## src/rtl/ro_ctrl_pkg.sv

```systemverilog
// Shared state type, default sizing and helpers for the ring-oscillator measurement controller.
package ro_ctrl_pkg;

    typedef enum logic [2:0] {
        IDLE    = 3'd0,
        SETTLE  = 3'd1,
        MEASURE = 3'd2,
        COMPARE = 3'd3,
        DONE    = 3'd4
    } ro_state_t;

    localparam int DEF_N_RO       = 32;
    localparam int DEF_SEL_W      = 5;
    localparam int DEF_CNT_W      = 16;
    localparam int DEF_WIN_W      = 16;
    localparam int DEF_SETTLE_CYC = 8;

    function automatic int max_int(input int a, input int b);
        return (a > b) ? a : b;
    endfunction

endpackage

```

## src/rtl/ro_edge_counter.sv

```systemverilog
// Edge counter for one selected ring: 2-FF synchronizer, rising-edge detect, CNT_W counter.
// Build macro RO_CNT_SAT_EN makes the counter saturate and adds the o_sat flag.
module ro_edge_counter #(
    parameter int CNT_W = 16
) (
    input  logic             clk,
    input  logic             rst,
    input  logic             i_ro,
    input  logic             i_clr,
    input  logic             i_en,
    output logic [CNT_W-1:0] o_cnt
`ifdef RO_CNT_SAT_EN
    ,
    output logic             o_sat
`endif
);

    logic             r_sync1;
    logic             r_sync2;
    logic             r_prev;
    logic             w_rise;
    logic [CNT_W-1:0] r_cnt;

    // i_ro is asynchronous to clk; only r_sync2 onward is safe to use.
    always_ff @(posedge clk) begin
        if (rst) begin
            r_sync1 <= 1'b0;
            r_sync2 <= 1'b0;
            r_prev  <= 1'b0;
        end else begin
            r_sync1 <= i_ro;
            r_sync2 <= r_sync1;
            r_prev  <= r_sync2;
        end
    end

    assign w_rise = r_sync2 & ~r_prev;

`ifdef RO_CNT_SAT_EN
    logic r_sat;

    // r_sat records an edge that arrived while the count was already at full scale.
    always_ff @(posedge clk) begin
        if (rst || i_clr) begin
            r_cnt <= '0;
            r_sat <= 1'b0;
        end else if (i_en && w_rise) begin
            if (r_cnt == '1) begin
                r_sat <= 1'b1;
            end else begin
                r_cnt <= r_cnt + CNT_W'(1);
            end
        end
    end

    assign o_sat = r_sat;
`else
    always_ff @(posedge clk) begin
        if (rst || i_clr) begin
            r_cnt <= '0;
        end else if (i_en && w_rise) begin
            r_cnt <= r_cnt + CNT_W'(1);
        end
    end
`endif

    assign o_cnt = r_cnt;

endmodule

```

## src/rtl/ro_measure_ctrl.sv

```systemverilog
// Challenge/response sequencer for the dual ring-oscillator array: settle, count, compare, power down.
// Optional build macro RO_CNT_SAT_EN: saturating counters plus the ovf result flag.
module ro_measure_ctrl
    import ro_ctrl_pkg::*;
#(
    parameter int N_RO       = DEF_N_RO,
    parameter int SEL_W      = $clog2(N_RO),
    parameter int CNT_W      = DEF_CNT_W,
    parameter int WIN_W      = DEF_WIN_W,
    parameter int SETTLE_CYC = DEF_SETTLE_CYC
) (
    input  logic             clk,
    input  logic             rst,
    input  logic             start,
    input  logic [SEL_W-1:0] sel1,
    input  logic [SEL_W-1:0] sel2,
    input  logic [WIN_W-1:0] win_len,
    input  logic [N_RO-1:0]  ro1_out,
    input  logic [N_RO-1:0]  ro2_out,
    output logic             ro_activate_1,
    output logic             ro_activate_2,
    output logic             busy,
    output logic             done,
    output logic             resp,
    output logic [CNT_W-1:0] cnt1,
    output logic [CNT_W-1:0] cnt2,
`ifdef RO_CNT_SAT_EN
    output logic             ovf,
`endif
    output ro_state_t        dbg_state
);

    localparam int TMR_W = max_int(WIN_W, $clog2(SETTLE_CYC));

    ro_state_t        r_state;
    ro_state_t        w_next;
    logic [SEL_W-1:0] r_sel1;
    logic [SEL_W-1:0] r_sel2;
    logic [WIN_W-1:0] r_win;
    logic [TMR_W-1:0] r_timer;
    logic             w_timer_zero;
    logic [WIN_W-1:0] w_win_m1;
    logic             w_cnt_clr;
    logic             w_cnt_en;
    logic             w_act;
    logic             w_ro1;
    logic             w_ro2;
    logic [CNT_W-1:0] w_cnt1;
    logic [CNT_W-1:0] w_cnt2;
    logic             r_resp;
    logic [CNT_W-1:0] r_cnt1;
    logic [CNT_W-1:0] r_cnt2;

    assign w_timer_zero = (r_timer == '0);
    // A zero-length window still measures for one cycle.
    assign w_win_m1     = (r_win == '0) ? '0 : (r_win - WIN_W'(1));

    always_ff @(posedge clk) begin
        if (rst) begin
            r_state <= IDLE;
        end else begin
            r_state <= w_next;
        end
    end

    always_comb begin
        w_next = r_state;
        case (r_state)
            IDLE:    if (start) w_next = SETTLE;
            SETTLE:  if (w_timer_zero) w_next = MEASURE;
            MEASURE: if (w_timer_zero) w_next = COMPARE;
            COMPARE: w_next = DONE;
            DONE:    w_next = IDLE;
            default: w_next = IDLE;
        endcase
    end

    always_comb begin
        w_act     = 1'b0;
        w_cnt_clr = 1'b0;
        w_cnt_en  = 1'b0;
        busy      = 1'b1;
        done      = 1'b0;
        case (r_state)
            IDLE:    busy = 1'b0;
            SETTLE:  begin w_act = 1'b1; w_cnt_clr = 1'b1; end
            MEASURE: begin w_act = 1'b1; w_cnt_en = 1'b1; end
            COMPARE: ;
            DONE:    done = 1'b1;
            default: busy = 1'b0;
        endcase
    end

    assign ro_activate_1 = w_act;
    assign ro_activate_2 = w_act;
    assign dbg_state     = r_state;

    // Phase timer counts down the remaining cycles of SETTLE and then MEASURE.
    always_ff @(posedge clk) begin
        if (rst) begin
            r_timer <= '0;
            r_sel1  <= '0;
            r_sel2  <= '0;
            r_win   <= '0;
        end else begin
            case (r_state)
                IDLE: begin
                    if (start) begin
                        r_sel1  <= sel1;
                        r_sel2  <= sel2;
                        r_win   <= win_len;
                        r_timer <= TMR_W'(SETTLE_CYC - 1);
                    end
                end
                SETTLE: begin
                    if (w_timer_zero) begin
                        r_timer <= TMR_W'(w_win_m1);
                    end else begin
                        r_timer <= r_timer - TMR_W'(1);
                    end
                end
                MEASURE: begin
                    if (!w_timer_zero) begin
                        r_timer <= r_timer - TMR_W'(1);
                    end
                end
                default: ;
            endcase
        end
    end

    assign w_ro1 = ro1_out[r_sel1];
    assign w_ro2 = ro2_out[r_sel2];

`ifdef RO_CNT_SAT_EN
    logic w_sat1;
    logic w_sat2;
    logic r_ovf;

    ro_edge_counter #(.CNT_W(CNT_W)) u_cnt1 (
        .clk(clk), .rst(rst), .i_ro(w_ro1), .i_clr(w_cnt_clr), .i_en(w_cnt_en),
        .o_cnt(w_cnt1), .o_sat(w_sat1)
    );
    ro_edge_counter #(.CNT_W(CNT_W)) u_cnt2 (
        .clk(clk), .rst(rst), .i_ro(w_ro2), .i_clr(w_cnt_clr), .i_en(w_cnt_en),
        .o_cnt(w_cnt2), .o_sat(w_sat2)
    );

    always_ff @(posedge clk) begin
        if (rst) begin
            r_ovf <= 1'b0;
        end else if (r_state == COMPARE) begin
            r_ovf <= w_sat1 | w_sat2;
        end
    end

    assign ovf = r_ovf;
`else
    ro_edge_counter #(.CNT_W(CNT_W)) u_cnt1 (
        .clk(clk), .rst(rst), .i_ro(w_ro1), .i_clr(w_cnt_clr), .i_en(w_cnt_en),
        .o_cnt(w_cnt1)
    );
    ro_edge_counter #(.CNT_W(CNT_W)) u_cnt2 (
        .clk(clk), .rst(rst), .i_ro(w_ro2), .i_clr(w_cnt_clr), .i_en(w_cnt_en),
        .o_cnt(w_cnt2)
    );
`endif

    // Results persist until the next COMPARE; ties report 0.
    always_ff @(posedge clk) begin
        if (rst) begin
            r_resp <= 1'b0;
            r_cnt1 <= '0;
            r_cnt2 <= '0;
        end else if (r_state == COMPARE) begin
            r_resp <= (w_cnt1 > w_cnt2);
            r_cnt1 <= w_cnt1;
            r_cnt2 <= w_cnt2;
        end
    end

    assign resp = r_resp;
    assign cnt1 = r_cnt1;
    assign cnt2 = r_cnt2;

endmodule
```

## config.mk

```make
export PLATFORM = sky130hd
export DESIGN_NAME = ro_measure_ctrl
export DESIGN_NICKNAME = d
export VERILOG_FILES = /design/src/rtl/ro_ctrl_pkg.sv /design/src/rtl/ro_edge_counter.sv /design/src/rtl/ro_measure_ctrl.sv
export SDC_FILE = /design/constraint.sdc
export NUM_CORES = 1
export LEC_CHECK = 0
export ABC_CLOCK_PERIOD_IN_PS = 2650
export CAP_MARGIN = 40
export CORE_MARGIN = 2
export CORE_UTILIZATION = 50
export CTS_BUF_LIST = sky130_fd_sc_hd__clkbuf_8
export DETAILED_ROUTE_END_ITERATION = 16
export GPL_TIMING_DRIVEN = 0
export MAX_ROUTING_LAYER = met4
export PLACE_DENSITY = 0.79
export SLEW_MARGIN = 20
export SYNTH_ARGS = -nofsm -noshare
export SYNTH_HDL_FRONTEND = slang
export SYNTH_SLANG_ARGS = --single-unit
```

## constraint.sdc

```tcl
create_clock -name clk -period 2.65 [get_ports clk]
set_input_delay 0.3975 -clock clk [delete_from_list [all_inputs] [get_ports clk]]
set_output_delay 0.3975 -clock clk [all_outputs]
set_load 0.005 [all_outputs]
```

==> results_dict.tcl <==
set metrics [dict create \
    setup_viol 0 \
    cts_root_buf "clkbuf_8" \
    coreArea_um2 12060 \
    startpoint_type "flip-flop" \
    grt_pass1_wl_mm 27.92 \
    hold_viol_final 0 \
    port_buffers 132 \
    fin_nets 994 \
    cts_tree "yes" \
    synth_edf_count 0 \
    cp.arrival_ns 2.11 \
    clk_latency_ns 0.43 \
    worst_path_largest_cell_delay_ns 0.51 \
    pwr-share-comb_pct 43.0 \
    synthTopCellsByCount "nand2_1, dfxtp_1, a21oi_1" \
    clkTransAtPathRegs_ns 0.08 \
    dr.pass1.iters 5 \
    hold_path_class "flip-flop to flip-flop" \
    vias 5958 \
    fmax_ghz 0.3996 \
    synth.top_cell.area_share_pct 37.35 \
    ant_nets 0 \
    via_per_inst 5.615 \
    p_sw_uw 2697 \
    syn_area_um2 6217 \
    finalWirelength_mm 17.24 \
    dieArea_um2 13340 \
    period_needed_ns 2.503 \
    total_power_uw 6809 \
    h-tree-depth 4 \
    wire_per_inst_um 16.25 \
    crit_required_ns 2.25 \
    cp-end-kind "output pin" \
    yosysMostFrequentCell "nand2_1" \
    postSynthCellCount 728 \
    place_congestion 1.012 \
    p_int_uw 4111 \
    clkPwrFrac_pct 24.9 \
    cts_hold_buf 0 \
    ys_types 68 \
    io-pin-count 133 \
    synthTopCellsByArea "dfxtp_1, nand2_1, mux4_2" \
    pwr-share-seq_pct 32.0 \
    synth_top_area_cell "dfxtp_1" \
    drc 0 \
    overflow 0 \
    antenna_cells 0 \
    slew_violations 0 \
    async_flop_share_pct 0 \
    max_cap_viol_count 0 \
    first_global_vias 5738 \
    grt_max_degree 17 \
    syn_to_final_growth_pct 31.27 \
    clockBufferDepth 2 \
    worst_slew_pin_slew_ns 0.8775 \
    reg2reg_setup_slack_ns 0.27 \
    first_iter_violations 389 \
    worst_r2r_path_depth 7 \
    fin_crit_sh_pct 94.43 \
    relSlewSlack_pct 41.01 \
    ys_seq_elements 116 \
    final_layout_size_suffix_gt1_share_pct 9.518 \
    num_rows 40 \
    antenna_found_initial 0 \
    grt_use_total_pct 27.60 \
    outcome "finished, final reports clean" \
    crit_fanout 10 \
    post_cts_buffers 0 \
    crit_path_top_delay_cell "clkdlybuf4s50_1" \
    worst-setup-path-type "flip-flop to output pin" \
    swShare_pct 39.62 \
    max-vdd-ir-drop_uv 420.7 \
    syn-num-nets 842 \
    holdPathStages 1 \
    numCtsBuffers 17 \
    avgSynthCellArea_um2 8.540 \
    dieWidth_um 115.5 \
    path_cells "clkbuf_1 -> and2_1 -> clkdlybuf4s50_1" \
    path_delay_family "buffers and inverters" \
    fill_cells 975 \
    clock_skew_ns 0.007652 \
    start_util_pct 51.55 \
    rsz0062_at_grt "no" \
    post-dp-hpwl_mm 13.42 \
    yosysSeqAreaShare_pct 37.35 \
    clkSinkCount 116 \
    leakage_uw 0.002808 \
    ys.flop_type "dfxtp_1" \
    power_per_cell_area_nw_per_um2 834.2 \
    path_buf_inv 2 \
    cts_resized 0 \
    die_y_um 115.5 \
    synth_warnings 0 \
    worst-path-stages 3 \
    setup_tns_ns 0 \
]
[per-stage QoR]
step / cells / setup WS, ns / cell area, µm² / hold WS (ns) / util, %
after floorplan: 728 / 0.6634 / 6217 / 0.4138 / -
after global placement: 1028 / 0.06579 / 7749 / 0.4241 / 64.24
after detailed placement: 1029 / 0.04236 / 7752 / 0.4324 / 64.27
after CTS: 1061 / 0.1468 / 8162 / 0.4513 / 67.67
after global routing: 1061 / 0.05641 / 8162 / 0.4714 / 67.67
final: 1061 / 0.1475 / 8162 / 0.4548 / 67.67
[logic make-up after synthesis]
logic type | Yosys count | synth area share (%)
xor gates and xnor gates | 38 | 5.353
adders and majority gates | 21 | 4.226
muxes | 26 | 8.271
and+or+nand+nor | 308 | 25.08
DFF | 116 | 37.35
AOI/OAI and AO/OA | 145 | 14.69
buffers and inverters | 74 | 5.031
[final timing paths]
kind / from / endpoint
worst min-delay path: u_cnt2.r_sync1 / u_cnt2.r_sync2
worst max-delay path: dbg_state[2] / done
worst max register to register: r_timer[0] / r_timer[12]
worst min register to register: u_cnt2.r_sync1 / u_cnt2.r_sync2
[per-layer routing]
layer	share of wire [%]	up-vias	global-route usage, %	routed length [µm]
li1	-	2888	-	-
met2	48	291	45.61	8249
met5	0	-	-	0
met4	1.7	0	8.273	298
met3	8.1	25	4.707	1393
met1	42	2754	34.72	7295
[final cells by class]
class | count | area, µm² | share of cell area (%)
flip-flops and latches | 116 | 2322 | 28.45
well taps | 168 | 210.2 | 2.576
plain buffers | 39 | 181.4 | 2.223
inverters | 35 | 131.4 | 1.610
clock buffers | 19 | 261.5 | 3.204
clock inverters | 13 | 147.6 | 1.809
multi-input cells | 538 | 3582 | 43.89
repair buffers | 133 | 1325 | 16.23
[power by group through the flow]
stage / clock network [µW] / logic, µW / registers (µW)
final: 1700 / 2930 / 2180
after global routing: 1780 / 3210 / 2210
after CTS: 1710 / 2900 / 2180
after detailed placement: 0 / 2880 / 2210
after global placement: 0 / 2830 / 2200
after floorplan: 0 / 2100 / 2150
[state kept, by name (all words and copies together), names as in the netlist, 5 cells and up]
register / count
cnt1: 16
u_cnt2.o_cnt: 16
r_timer: 16
cnt2: 16
r_sel2: 5
r_sel1: 5
u_cnt1.o_cnt: 16
r_win: 16
[layout by cell type, fill, tap and decap left out, types with 5 or more instances in the layout]
master           synthesis  layout
nor2_1                  50      50
dfxtp_1                116     116
nor3_1                  16      16
clkbuf_1                26      26
xor2_1                   6       6
nand2b_1                 8       8
a22oi_1                  7       7
o21ai_0                 15      15
ha_1                    21      21
clkbuf_8                 0      19
xnor2_1                 32      32
a211oi_1                 6       6
nand3_1                 18      18
o32ai_1                  5       5
a21oi_1                 77      77
nand4_1                 15      15
and3_1                   5       5
nor4_1                   7       7
mux4_2                  20      20
nor2b_1                  9       9
or3_1                   13      13
nand2_1                134     134
inv_1                   35      35
clkdlybuf4s50_1          0     132
Note: power is estimated with default switching activity, not from simulation.
==> variant, RTL diff (same flow settings) <==
Register the outputs `ro_activate_1` and `ro_activate_2`, with the module's reset; this adds one clock of latency there. The other outputs are not delayed to match.
--- a/src/rtl/ro_measure_ctrl.sv
+++ b/src/rtl/ro_measure_ctrl.sv
@@ -93,4 +93,11 @@
 
-    assign ro_activate_1 = w_act;
-    assign ro_activate_2 = w_act;
+    always_ff @(posedge clk) begin
+        if (rst) begin
+            ro_activate_1 <= '0;
+            ro_activate_2 <= '0;
+        end else begin
+            ro_activate_1 <= w_act;
+            ro_activate_2 <= w_act;
+        end
+    end
     assign dbg_state     = r_state;
Check against the original RTL: not equivalent (Yosys sat finds a counterexample within 4 cycles, from zero or initial values and one cycle with rst high).
==> variant against the unedited design <==
- power is 10% lower
- critical path depth is 6 higher
- design area is 2.3% lower
- sequential cell count is 1 higher
- hold slack worse by 0.010 ns
- area after synthesis is 2.4% lower
- wire length is 3.6% lower
- setup slack better by 0.030 ns
==> variant: results (changes against the unedited design) <==
- Arrival time of the worst setup path: 2.79 ns (+0.68 ns)
- Pin count of the biggest net entering global routing: 17 (unchanged)
- Hold WS: 0.445 ns (-0.0101 ns)
- Iter 0 DRT Violations: 557 (+43%)
- Finished Layout Cells: 1049 (-1.1%)
- Hold endpoint: u_cnt1.r_sync2
- Hold wc startpoint: u_cnt1.r_sync1
- R2R Path End: r_timer[13]
- Post-Route Skew: 0.0108 ns (+0.00318 ns)
- Flop2flop setup slack: 0.18 ns (-0.09 ns)
- First-pass GRT wire length: 27400 um (-2.0%)
- DRT Wirelength: 16600 um (-3.6%)
- Vias per inst: 5.58 (-0.71%)
- DP Worst Slack: -0.0562 ns (-0.0985 ns)
- CP delay by family, top: compound AO/OA/AOI/OAI gates
- GRT Overall Usage: 0.272 (-0.00421)
- Seq/Total Area, Yosys: 0.386 (+0.0123)
- Vias in the first global route: 5786 (+0.84%)
- Num CTS Buffers: 17 (unchanged)
- Net Count, Synth: 851 (+1.1%)
- Placement Cell Area: 0.00758 mm^2 (-2.2%)
- Dpl hpwl: 12700 um (-5.3%)
- Share of cells above drive strength 1: 0.0809 (-0.0143)
- Top post-synthesis cells by count: 142 x nand2_1, 117 x dfxtp_1, 86 x a21oi_1
- Slowest CP cell: a41oi_2
- Worst Hold Path Cells: 1 (unchanged)
- Worst reg2reg path depth: 9 (+2)
- Unique masters post-synth: 55 (-19%)
- Mapped Avg Cell Area: 8.24 um^2 (-3.5%)
- Hold Vio Cnt, Final: 0 (unchanged)
- Status: completed
- Clk Latency, worst-skew pair: 0.44 ns
- Final RePlAce weighted congestion: 0.904 (-11%)
- Critical Path Max Stage Delay: 0.51 ns (about the same)
- Relative slew slack: 0.545 (+0.135)
- VDD IR max: 0.000375 V (-11%)
- Synth top area cells: dfxtp_1 39%, nand2_1 8.8%, mux4_2 7.4%
- LEAKAGE: 2.84 nW (+1.1%)
variant: what timing repair did:
| action | CTS | global route |
|---|---|---|
| gates resized for setup | 1 | 2 |
| cloned | 0 | 0 |
| endpoints found under the setup margin | 1 | 6 |
variant: kinds of logic after synthesis:
family	after synthesis	share of synthesized area
muxes	27	0.0861
AOI/OAI and AO/OA	143	0.131
DFF	117	0.386
xor gates and xnor gates	34	0.0491
adders and majority gates	21	0.0433
and+or+nand+nor	332	0.264
buffers and inverters	63	0.0408
variant: final cells by class:
cell class	count	area [um^2]
plain buffers	41	168
multi-input cells	557	3480
clock buffers	18	248
flip-flops and latches	117	2340
fillers	996	3940
repair buffers	133	1330
well taps	147	184
inverters	22	82.6
clock inverters	14	136
variant: power breakdown:
part / switching (mW) / internal [mW] / total (mW)
Clock: 0.746 / 0.849 / 1.60
Combinational: 1.44 / 0.970 / 2.41
Sequential: 0.174 / 1.94 / 2.11
Total: 2.36 / 3.75 / 6.11
variant: per-layer routing:
metal / share of wire / global-route usage / vias to the layer above
met5: 0 / - / -
met4: 0.016 / 0.0935 / 0
met3: 0.060 / 0.0535 / 23
met2: 0.48 / 0.440 / 230
met1: 0.44 / 0.341 / 2733
li1: - / - / 2863
variant: worst max path at each step:
stage | startpoint | to | slack [ns] | cells after the start
floorplan | r_win[0] | r_timer[14] | 0.49 | 9
global placement | start | r_timer[13] | -0.05 | 8
detailed placement | start | r_timer[14] | -0.06 | 8
CTS | dbg_state[0] | busy | 0.18 | 4
global route | r_win[0] | r_timer[14] | 0.0005 | 9
finish | r_timer[0] | r_timer[13] | 0.18 | 9
variant: stage by stage:
stage                util  TNS [ns]
CTS                 0.669         0
global route        0.669         0
global placement    0.636    -0.236
floorplan               -         0
finish              0.669         0
detailed placement  0.637    -0.110
